### src/rtl/axi_slice_fifo.sv
// axi_slice_fifo: DEPTH-entry elastic buffer with a registered valid/ready
// handshake on both sides. valid_o, data_o, ready_o, count_o and
// almost_full_o all come straight from flops, so no combinational path
// crosses the block in either direction.
//
// Handshake: a word moves on a rising edge where valid and ready are both
// high (push = valid_i && ready_o, pop = valid_o && ready_i). The producer
// may drop valid at any time; the consumer sees data_o/valid_o held stable
// while valid_o && !ready_i.
//
// Optional feature: define AXI_SLICE_FIFO_LAST_EN to add last_i/last_o
// sideband and the pkt_cnt_o counter of stored words flagged last.
module axi_slice_fifo #(
  parameter int DWIDTH    = 8,
  parameter int DEPTH     = 4,
  parameter int AF_THRESH = DEPTH - 1
) (
  input  logic                       aclk_i,
  input  logic                       aresetn_i,
  input  logic                       flush_i,
  input  logic                       valid_i,
  input  logic [DWIDTH-1:0]          data_i,
`ifdef AXI_SLICE_FIFO_LAST_EN
  input  logic                       last_i,
  output logic                       last_o,
  output logic [$clog2(DEPTH+1)-1:0] pkt_cnt_o,
`endif
  output logic                       ready_o,
  output logic                       valid_o,
  output logic [DWIDTH-1:0]          data_o,
  input  logic                       ready_i,
  output logic [$clog2(DEPTH+1)-1:0] count_o,
  output logic                       almost_full_o
);

  localparam int PW = $clog2(DEPTH);
  localparam int CW = $clog2(DEPTH + 1);

  // Storage holds every live word; data_o is a registered copy of the head
  // entry so the downstream side sees a pure flop output.
  logic [DWIDTH-1:0] mem [DEPTH];
  logic [PW-1:0]     wr_ptr;
  logic [PW-1:0]     rd_ptr;
  logic [PW-1:0]     rd_ptr_inc;
  logic [CW-1:0]     count_next;
  logic              push;
  logic              pop;
  logic              load_head;
  logic              head_from_mem;

  assign push       = valid_i && ready_o;
  assign pop        = valid_o && ready_i;
  assign rd_ptr_inc = rd_ptr + PW'(1);

  // Next occupancy; flush overrides any push or pop on the same edge.
  always_comb begin
    count_next = count_o;
    if (flush_i) begin
      count_next = '0;
    end else begin
      case ({push, pop})
        2'b10:   count_next = count_o + CW'(1);
        2'b01:   count_next = count_o - CW'(1);
        default: count_next = count_o;
      endcase
    end
  end

  // Decide whether the output register takes a new head word, and from where:
  // the next stored entry when one exists, otherwise the incoming word.
  always_comb begin
    load_head     = 1'b0;
    head_from_mem = 1'b0;
    if (!flush_i) begin
      if (pop) begin
        if (count_o > CW'(1)) begin
          load_head     = 1'b1;
          head_from_mem = 1'b1;
        end else if (push) begin
          load_head = 1'b1;
        end
      end else if (push && (count_o == '0)) begin
        load_head = 1'b1;
      end
    end
  end

  // Payload storage write; contents are don't-care until pushed.
  always_ff @(posedge aclk_i) begin
    if (push && !flush_i) begin
      mem[wr_ptr] <= data_i;
    end
  end

  // Pointers, occupancy, flags and the output register.
  always_ff @(posedge aclk_i or negedge aresetn_i) begin
    if (!aresetn_i) begin
      wr_ptr        <= '0;
      rd_ptr        <= '0;
      count_o       <= '0;
      ready_o       <= 1'b0;
      valid_o       <= 1'b0;
      almost_full_o <= 1'b0;
      data_o        <= '0;
    end else begin
      if (flush_i) begin
        wr_ptr <= '0;
        rd_ptr <= '0;
      end else begin
        if (push) wr_ptr <= wr_ptr + PW'(1);
        if (pop)  rd_ptr <= rd_ptr_inc;
      end
      count_o       <= count_next;
      ready_o       <= (count_next < CW'(DEPTH));
      valid_o       <= (count_next > '0);
      almost_full_o <= (count_next >= CW'(AF_THRESH));
      if (load_head) begin
        data_o <= head_from_mem ? mem[rd_ptr_inc] : data_i;
      end
    end
  end

`ifdef AXI_SLICE_FIFO_LAST_EN
  logic          last_mem [DEPTH];
  logic [CW-1:0] pkt_cnt_next;

  // Packet counter tracks stored words flagged last.
  always_comb begin
    pkt_cnt_next = pkt_cnt_o;
    if (flush_i) begin
      pkt_cnt_next = '0;
    end else begin
      case ({push && last_i, pop && last_o})
        2'b10:   pkt_cnt_next = pkt_cnt_o + CW'(1);
        2'b01:   pkt_cnt_next = pkt_cnt_o - CW'(1);
        default: pkt_cnt_next = pkt_cnt_o;
      endcase
    end
  end

  // Sideband storage write, shadowing the payload storage.
  always_ff @(posedge aclk_i) begin
    if (push && !flush_i) begin
      last_mem[wr_ptr] <= last_i;
    end
  end

  // Sideband output register and packet counter.
  always_ff @(posedge aclk_i or negedge aresetn_i) begin
    if (!aresetn_i) begin
      last_o    <= 1'b0;
      pkt_cnt_o <= '0;
    end else begin
      pkt_cnt_o <= pkt_cnt_next;
      if (load_head) begin
        last_o <= head_from_mem ? last_mem[rd_ptr_inc] : last_i;
      end
    end
  end
`endif

endmodule

### config.mk
export PLATFORM = sky130hd
export DESIGN_NAME = axi_slice_fifo
export DESIGN_NICKNAME = d
export VERILOG_FILES = /design/src/rtl/axi_slice_fifo.sv
export SDC_FILE = /design/constraint.sdc
export NUM_CORES = 1
export LEC_CHECK = 0
export CORE_ASPECT_RATIO = 0.9
export CORE_MARGIN = 2
export CORE_UTILIZATION = 28
export DETAILED_ROUTE_END_ITERATION = 12
export PLACE_DENSITY_LB_ADDON = 0.3
export SYNTH_ARGS = -nofsm -noshare
export SYNTH_HDL_FRONTEND = slang
export SYNTH_SLANG_ARGS = --single-unit
### constraint.sdc
create_clock -name aclk_i -period 2.8 [get_ports aclk_i]
set_input_delay 0.42 -clock aclk_i [delete_from_list [all_inputs] [get_ports aclk_i]]
set_output_delay 0.42 -clock aclk_i [all_outputs]
set_load 0.005 [all_outputs]
== Word level (Yosys, flattened, before mapping) ==
Memories as Yosys holds them, arrays and structs flattened.
Index checks and enable logic that the tools add are counted.
Cells by class
  add/sub/neg operators: 4
  order comparisons: 4
  eq/ne operators: 2
  multiplexer cells: 17
  reductions and logical operators: 8
Operators by type and width (number)
  $mux 1: 10
  $mux 2: 4
  $mux 8: 1
  $gt 3x1->1 const B: 2
  $pmux 3 s2: 1
  $add 2x1->2 const B: 2
  $logic_and 1x1->1: 4
  $reduce_bool 2->1: 2
  $add 3x1->3 const B: 1
  $ge 3x2->1 const B: 1
  $logic_not 3->1: 1
  $lt 3x3->1 const B: 1
  $mux 3: 1
  $sub 3x1->3 const B: 1
  $eq 2x1->1 const B: 1
  $eq 2x2->1 const B: 1
  $logic_not 1->1: 1
Storage, ports and cells
  flip-flop bits (word level): 18
  memory bits (writable): 32
  bits of input ports: 13
  logic and storage cells: 43
  memories kept: 1
Memory list
  mem: depth 4, width 8, read ports 1, clocked after memory_dff 0, wr ports 1, line 41  | logic [DWIDTH-1:0] mem [DEPTH];

== Logic depth before layout (Yosys ltp) ==
Gate-level depths: netlist (run 1).
  depth in word-level cells: 5
  mapped depth: 7
  gate-level depth less buffers: 6

== Worst setup path after synthesis (run 1) ==
Ideal clock, no wire load.
  path type: reg-to-reg
  from: register count_o[0]
  to: register valid_o
  arrival time: 1.567 ns
  required time: 2.669 ns
  slack: 1.102 ns
  stages on the path, launching flop included: 7
  buffers on the path: 0
  period minus slack after synthesis: 1.698 ns
  cell sequence: dfrtp_1 -> inv_1 -> ha_1 -> a21boi_2 -> mux2i_1 -> a311o_1 -> or3_1
Between the ends
  cells in the longest elaborated chain, start to end: 4
Ends and longest elaborated chain
  start, declared: line 32  | output logic [$clog2(DEPTH+1)-1:0] count_o,
  start signal, assigned: line 113  | count_o <= count_next;
  $sub 3x1->3 / $add 3x1->3 (equally long branches): line 63, 62
  $pmux 3 s2 *: line 61  | case ({push, pop})
  $mux 3 *: line 58  | if (flush_i) begin
  via count_next[2]: line 45  | logic [CW-1:0] count_next;
  $gt 3x1->1 *: line 115  | valid_o <= (count_next > '0);
  end signal, assigned: line 115
  end, declared: line 29  | output logic valid_o,
The timed path passes the listed nets; every way through them passes the cells marked *.
A chain may end at the register's enable or synchronous reset.

== Worst setup path after layout (run 1) ==
  from: register count_o[1]
  to: register valid_o
The elaborated chain is that of the path after synthesis.

==> results.ini, run 1 <==
[status]
status=completed

[global_routing]
grt_max_degree=19
grt_usage_pct=10.34
grt_remaining_overflow=0
grt_antenna_before_repair=0
grt_first_pass_wirelength_mm=6.658
grt_pass1_vias=1282

[clocking]
htreeDepth=2
clockBufferDepth=2
cts_tree=built
cts_setup_buffers=0
numCtsBuffers=5
path_clk_slew_ns=0.09
cts_resized=0
clkLatencyLatePin_ns=0.30
cts_hold_buf=0
numClockSinks=50
root_buffer=clkbuf_8

[setup_path]
ff2ff_setup_slack_ns=0.95
cp-end-kind=register
arrival_ns=2.03
worst-path-max-fanout=6
crit_required_ns=2.98
criticalPathCategory=reg2reg
cp-start-kind=register

[min_path]
worstHoldPathType=in2async

[detailed_routing]
avgRoutedWirePerCell_um=15.45
ant_nets=0
drc=0
viasPerCell=4.663
num_vias=1273
firstDrtPassIters=4
drtIter0Drc=63
wirelength_mm=4.217

[cells_and_area]
final_nets=198
num-fill-cells=730
final-seq-area_um2=1411
drive_gt1_share_pct=13.56
diodes=0
syn2layout_area_growth_pct=19.81
multiInputGateArea_um2=710.7
fin_cells=273

[floorplanning]
die-area_um2=8647
num_rows=30
die_h_um=88.42
io_pins=27
core_um2=7620
start_util_pct=29.10
die_x_um=97.80

[timing]
fin_setup_tns_ns=0
slew_viol_final=0
period_minus_slack_ns=1.849
period_share_pct=66.03
finClkSkew_ns=0.007076
worstMarginPinSlew_ns=0.5787
worst_hold_slack_ns=0.4474
setup_viol=0
max_freq_mhz=540.9
rsz0062_at_grt=false
slew_headroom_pct=61.42
finalHoldViolCount=0

[power]
power_frac_comb_pct=32.7
swShare_pct=29.94
p_leak_nw=0.9878
seqPwrFrac_pct=48.6
p_int_w=0.001477
netSwitchingPower_w=0.0006312
clkPwrFrac_pct=18.7
ir_drop_v=0.0001890
power_density_nw_per_um2=793.6

[synth]
synth-edff-count=32
synth_cell_type_count=37
ys_seq_area_share_pct=63.66
ys.flop_type=edfxtp_1
synth_area_um2=2217
postSynthAreaPerCell_um2=15.19
syn_nets=167
yosysWarnings=0
netlist_instances=146
synth-async-reset-ratio_pct=36.00
ys_ff_latch=50

[placement]
dpl.hpwl_mm=2.858
place_inst=266
port_buffers=26
place.gp.congestion=0.7013

[job]
cap_violations=0

[worst max-delay path, cell delays in order (launching register included)]
cell	delay [ns]
dfrtp_1	0.47
inv_1	0.12
ha_1	0.19
a21boi_2	0.15
mux2i_1	0.12
a311o_1	0.36
or3_1	0.32
[through the flow]
stage	area, um^2	power (W)	utilization (%)	setup WS, ns
2_1_floorplan	2217	0.001432	-	1.102
3_3_place_gp	2577	0.001746	33.83	0.6587
3_5_place_dp	2577	0.001737	33.83	0.6426
4_1_cts	2656	0.002134	34.86	0.9462
5_1_grt	2656	0.002248	34.86	0.8559
6_report	2656	0.002108	34.86	0.9512
[area by class of cell]
cell class | count | share of cell area [%]
Timing Repair Buffer | 30 | 10.93
Multi-Input combinational cell | 78 | 26.75
Clock buffer | 5 | 2.591
Inverter | 12 | 1.696
Sequential cell | 50 | 53.13
Tap cell | 96 | 4.522
Clock inverter | 2 | 0.3768
[cells in the final DEF, fill, tap and decap left out, types with 2 or more instances in the layout]
| cell | n |
|---|---|
| o21ai_1 | 2 |
| ha_1 | 8 |
| dfrtp_1 | 18 |
| a21oi_1 | 11 |
| and2_1 | 5 |
| xnor2_1 | 2 |
| inv_1 | 12 |
| buf_4 | 4 |
| nor2_1 | 7 |
| o32ai_1 | 6 |
| clkdlybuf4s50_1 | 26 |
| nand2_1 | 5 |
| mux2i_1 | 3 |
| edfxtp_1 | 32 |
| clkbuf_8 | 5 |
| mux4_2 | 8 |
| o21bai_1 | 2 |
| clkinv_2 | 2 |
[per-layer routing]
metal	part of all wire (%)	global-route usage [%]	vias to the layer above	wire, um
li1	-	-	606	-
met1	48	13.33	645	2033
met2	48	16.55	17	2009
met3	2.4	2.923	5	103
met4	1.7	4.545	0	70
met5	0	0	-	0
[synthesized netlist by cell type (2+ instances only)]
library cell,n,area [um^2]
xnor2_1,2,17.52
dfrtp_1,18,450.4
ha_1,8,100.1
edfxtp_1,32,960.9
o32ai_1,6,52.55
o21bai_1,2,15.01
mux4_2,8,180.2
a21oi_1,11,55.05
nand2_1,5,18.77
clkbuf_1,2,7.510
buf_6,2,22.52
nor2_1,7,26.28
inv_1,12,45.04
o21ai_1,2,10.01
mux2i_1,3,30.03
and2_1,5,31.28
[cells by family after synthesis]
group | count (synthesis) | synth area share [%]
DFF | 50 | 63.66
muxes | 11 | 9.481
adders and majority gates | 8 | 4.515
and+or+nand+nor | 25 | 6.322
buffers and inverters | 18 | 4.288
xor gates and xnor gates | 4 | 2.201
AOI/OAI and AO/OA | 30 | 9.538
[state kept, by name (all words and copies together) (netlist names)]
| signal | count |
|---|---|
| mem | 32 |
| ready_o | 1 |
| data_o | 8 |
| count_o | 3 |
| almost_full_o | 1 |
| valid_o | 1 |
| wr_ptr | 2 |
| rd_ptr | 2 |
[power by group through the flow]
stage	Combinational [W]	Sequential, W	Clock [W]
2_1_floorplan	0.000423	0.00101	0
4_1_cts	0.000700	0.00103	0.000407
3_3_place_gp	0.000703	0.00104	0
5_1_grt	0.000769	0.00104	0.000436
3_5_place_dp	0.000694	0.00104	0
6_report	0.000690	0.00102	0.000394
[worst paths after layout]
path,startpoint,end,depth (start not counted)
hold / removal,aresetn_i,count_o[2]$_DFF_PN0_,2
setup reg to reg,count_o[1]$_DFF_PN0_,valid_o$_DFF_PN0_,6
hold reg to reg,data_o[6]$_DFFE_PN0P_,data_o[6]$_DFFE_PN0P_,2
max in group asynchronous,aresetn_i,data_o[7]$_DFFE_PN0P_,2
setup / recovery,count_o[1]$_DFF_PN0_,valid_o$_DFF_PN0_,6
min in group aclk_i,data_o[6]$_DFFE_PN0P_,data_o[6]$_DFFE_PN0P_,2
Power figures use the tool's default switching activity.
==> inputs of run 2 (changes only) <==
==> constraint.sdc (replaced) <==
create_clock -name aclk_i -period 1.9 [get_ports aclk_i]
set_input_delay 0.285 -clock aclk_i [delete_from_list [all_inputs] [get_ports aclk_i]]
set_output_delay 0.285 -clock aclk_i [all_outputs]
set_load 0.005 [all_outputs]
==> run 2 against run 1 <==
Against the previous run: combinational power increased by 58%; critical path depth unchanged; die area unchanged; sequential share of layout area decreased by 2.7 points; via count increased by 4.7%; flip-flop and latch count unchanged; non-clock buffer count increased by 10; critical path type unchanged; largest power group unchanged.
==> results.ini, run 2 (same netlist as run 1, synthesis figures left out) <==
[detailed_routing]
wirelength_mm=4.364
viasPerCell=4.694
firstDrtPassIters=4
num_vias=1333
avgRoutedWirePerCell_um=15.37
drtIter0Drc=46
ant_nets=0
drc=0

[min_path]
worstHoldPathType=in2async

[status]
status=completed

[timing]
period_share_pct=91.94
period_minus_slack_ns=1.747
max_freq_mhz=572.5
setup_viol=0
finalHoldViolCount=0
worstMarginPinSlew_ns=0.4846
rsz0062_at_grt=false
slew_viol_final=0
slew_headroom_pct=67.69
worst_hold_slack_ns=0.3205
finClkSkew_ns=0.01244
fin_setup_tns_ns=0

[placement]
placed_cell_area_um2=2690
dpl.hpwl_mm=3.004
place_inst=276
place.gp.congestion=0.7100
port_buffers=26

[setup_path]
setup.worst_path.end=valid_o$_DFF_PN0_
critPathMaxStageDelay_ns=0.42
cp-end-kind=register
reg2reg_from=count_o[0]$_DFF_PN0_
arrival_ns=1.93
ff2ff_setup_slack_ns=0.15
cp-start-kind=register
crit_required_ns=2.09
worst-path-max-fanout=5
crit_chain=inv_1, ha_1, a21boi_2, mux2i_1, a311o_1, or3_1
reg2reg_to=valid_o$_DFF_PN0_
cp_slowest_cell=dfrtp_2
rr_worst_depth=6
criticalPathCategory=reg2reg
crit_start=count_o[0]$_DFF_PN0_

[clocking]
clockBufferDepth=2
path_clk_slew_ns=0.09
cts_setup_buffers=0
htreeDepth=2
clkLatencyLatePin_ns=0.30
numClockSinks=50
cts_tree=built
cts_resized=0
root_buffer=clkbuf_8
numCtsBuffers=5
cts_hold_buf=0

[power]
power_frac_comb_pct=32.8
p_leak_nw=1.059
ir_drop_v=0.0004249
power_density_nw_per_um2=1187
clkPwrFrac_pct=22.1
swShare_pct=28.74
netSwitchingPower_w=0.0009567
p_int_w=0.002372
total_power_w=0.003329
seqPwrFrac_pct=45.1

[cells_and_area]
syn2layout_area_growth_pct=26.47
layout.cells.most_common=edfxtp_1
largest-register=mem
final_nets=208
fin_cells=284
diodes=0
layout_common_cells=edfxtp_1 (32), clkdlybuf4s50_1 (26), dfrtp_1 (16)
drive_gt1_share_pct=19.15
num-fill-cells=728
largest_register_ffs=32
final_area_um2=2804
reg_top3=mem (32), data_o (8), count_o (3)

[global_routing]
grt_max_degree=19
grt_pass1_vias=1356
grt_first_pass_wirelength_mm=6.989
grt_antenna_before_repair=0
grt_remaining_overflow=0
grt_usage_pct=10.70

[floorplanning]
io_pins=27
die_h_um=88.42
num_rows=30
die-area_um2=8647
core_um2=7620
die_x_um=97.80
start_util_pct=29.10

[job]
cap_violations=0

run 2: stage by stage:
stage          utilization [%]  setup slack, ns
4_1_cts                  36.77          0.08585
3_3_place_gp             35.30         -0.04376
3_5_place_dp             35.30        -0.003235
2_1_floorplan                -           0.2021
5_1_grt                  36.80          0.04298
6_report                 36.80           0.1532
run 2: power groups by stage:
stage          combinational, W  clock, W  sequential, W
2_1_floorplan          0.000624         0        0.00149
3_3_place_gp            0.00110         0        0.00152
3_5_place_dp            0.00110         0        0.00152
4_1_cts                 0.00111  0.000756        0.00150
5_1_grt                 0.00121  0.000813        0.00154
6_report                0.00109  0.000736        0.00150
run 2: routing by layer:
layer / GRT usage (%) / vias to the layer above / share of wire [%]
met1: 13.34 / 679 / 46
met2: 18.50 / 18 / 50
met4: 5.177 / 0 / 1.7
met3: 1.738 / 7 / 1.9
li1: - / 629 / -
met5: 0 / - / 0
run 2: layout make-up:
cell class	instances	area, um^2	area share, %
clock buffer	5	68.82	2.454
clock inverter	3	42.54	1.517
inverter	12	45.04	1.606
multi-input combinational	78	710.7	25.35
sequential	50	1414	50.42
tap	96	120.1	4.284
timing repair buffer	40	402.9	14.37
run 2: worst max-delay path, delay by kind of cell (launching register included):
family,cells,cell delay [ns]
AOI/OAI and AO/OA,2,0.51
adders and majority gates,1,0.19
buffers and inverters,1,0.07
DFF,1,0.42
muxes,1,0.12
and+or+nand+nor,1,0.31
run 2: how the worst min path moves through the flow:
stage	startpoint	endpoint	slack, ns	depth (start not counted)
finish	aresetn_i	data_o[3]$_DFFE_PN0P_	0.32	2
global route	aresetn_i	data_o[3]$_DFFE_PN0P_	0.34	2
CTS	aresetn_i	data_o[3]$_DFFE_PN0P_	0.33	2
detailed placement	data_o[1]$_DFFE_PN0P_	data_o[1]$_DFFE_PN0P_	0.50	2
global placement	data_o[5]$_DFFE_PN0P_	data_o[5]$_DFFE_PN0P_	0.50	2
floorplan	aresetn_i	almost_full_o$_DFF_PN0_	-0.01	0
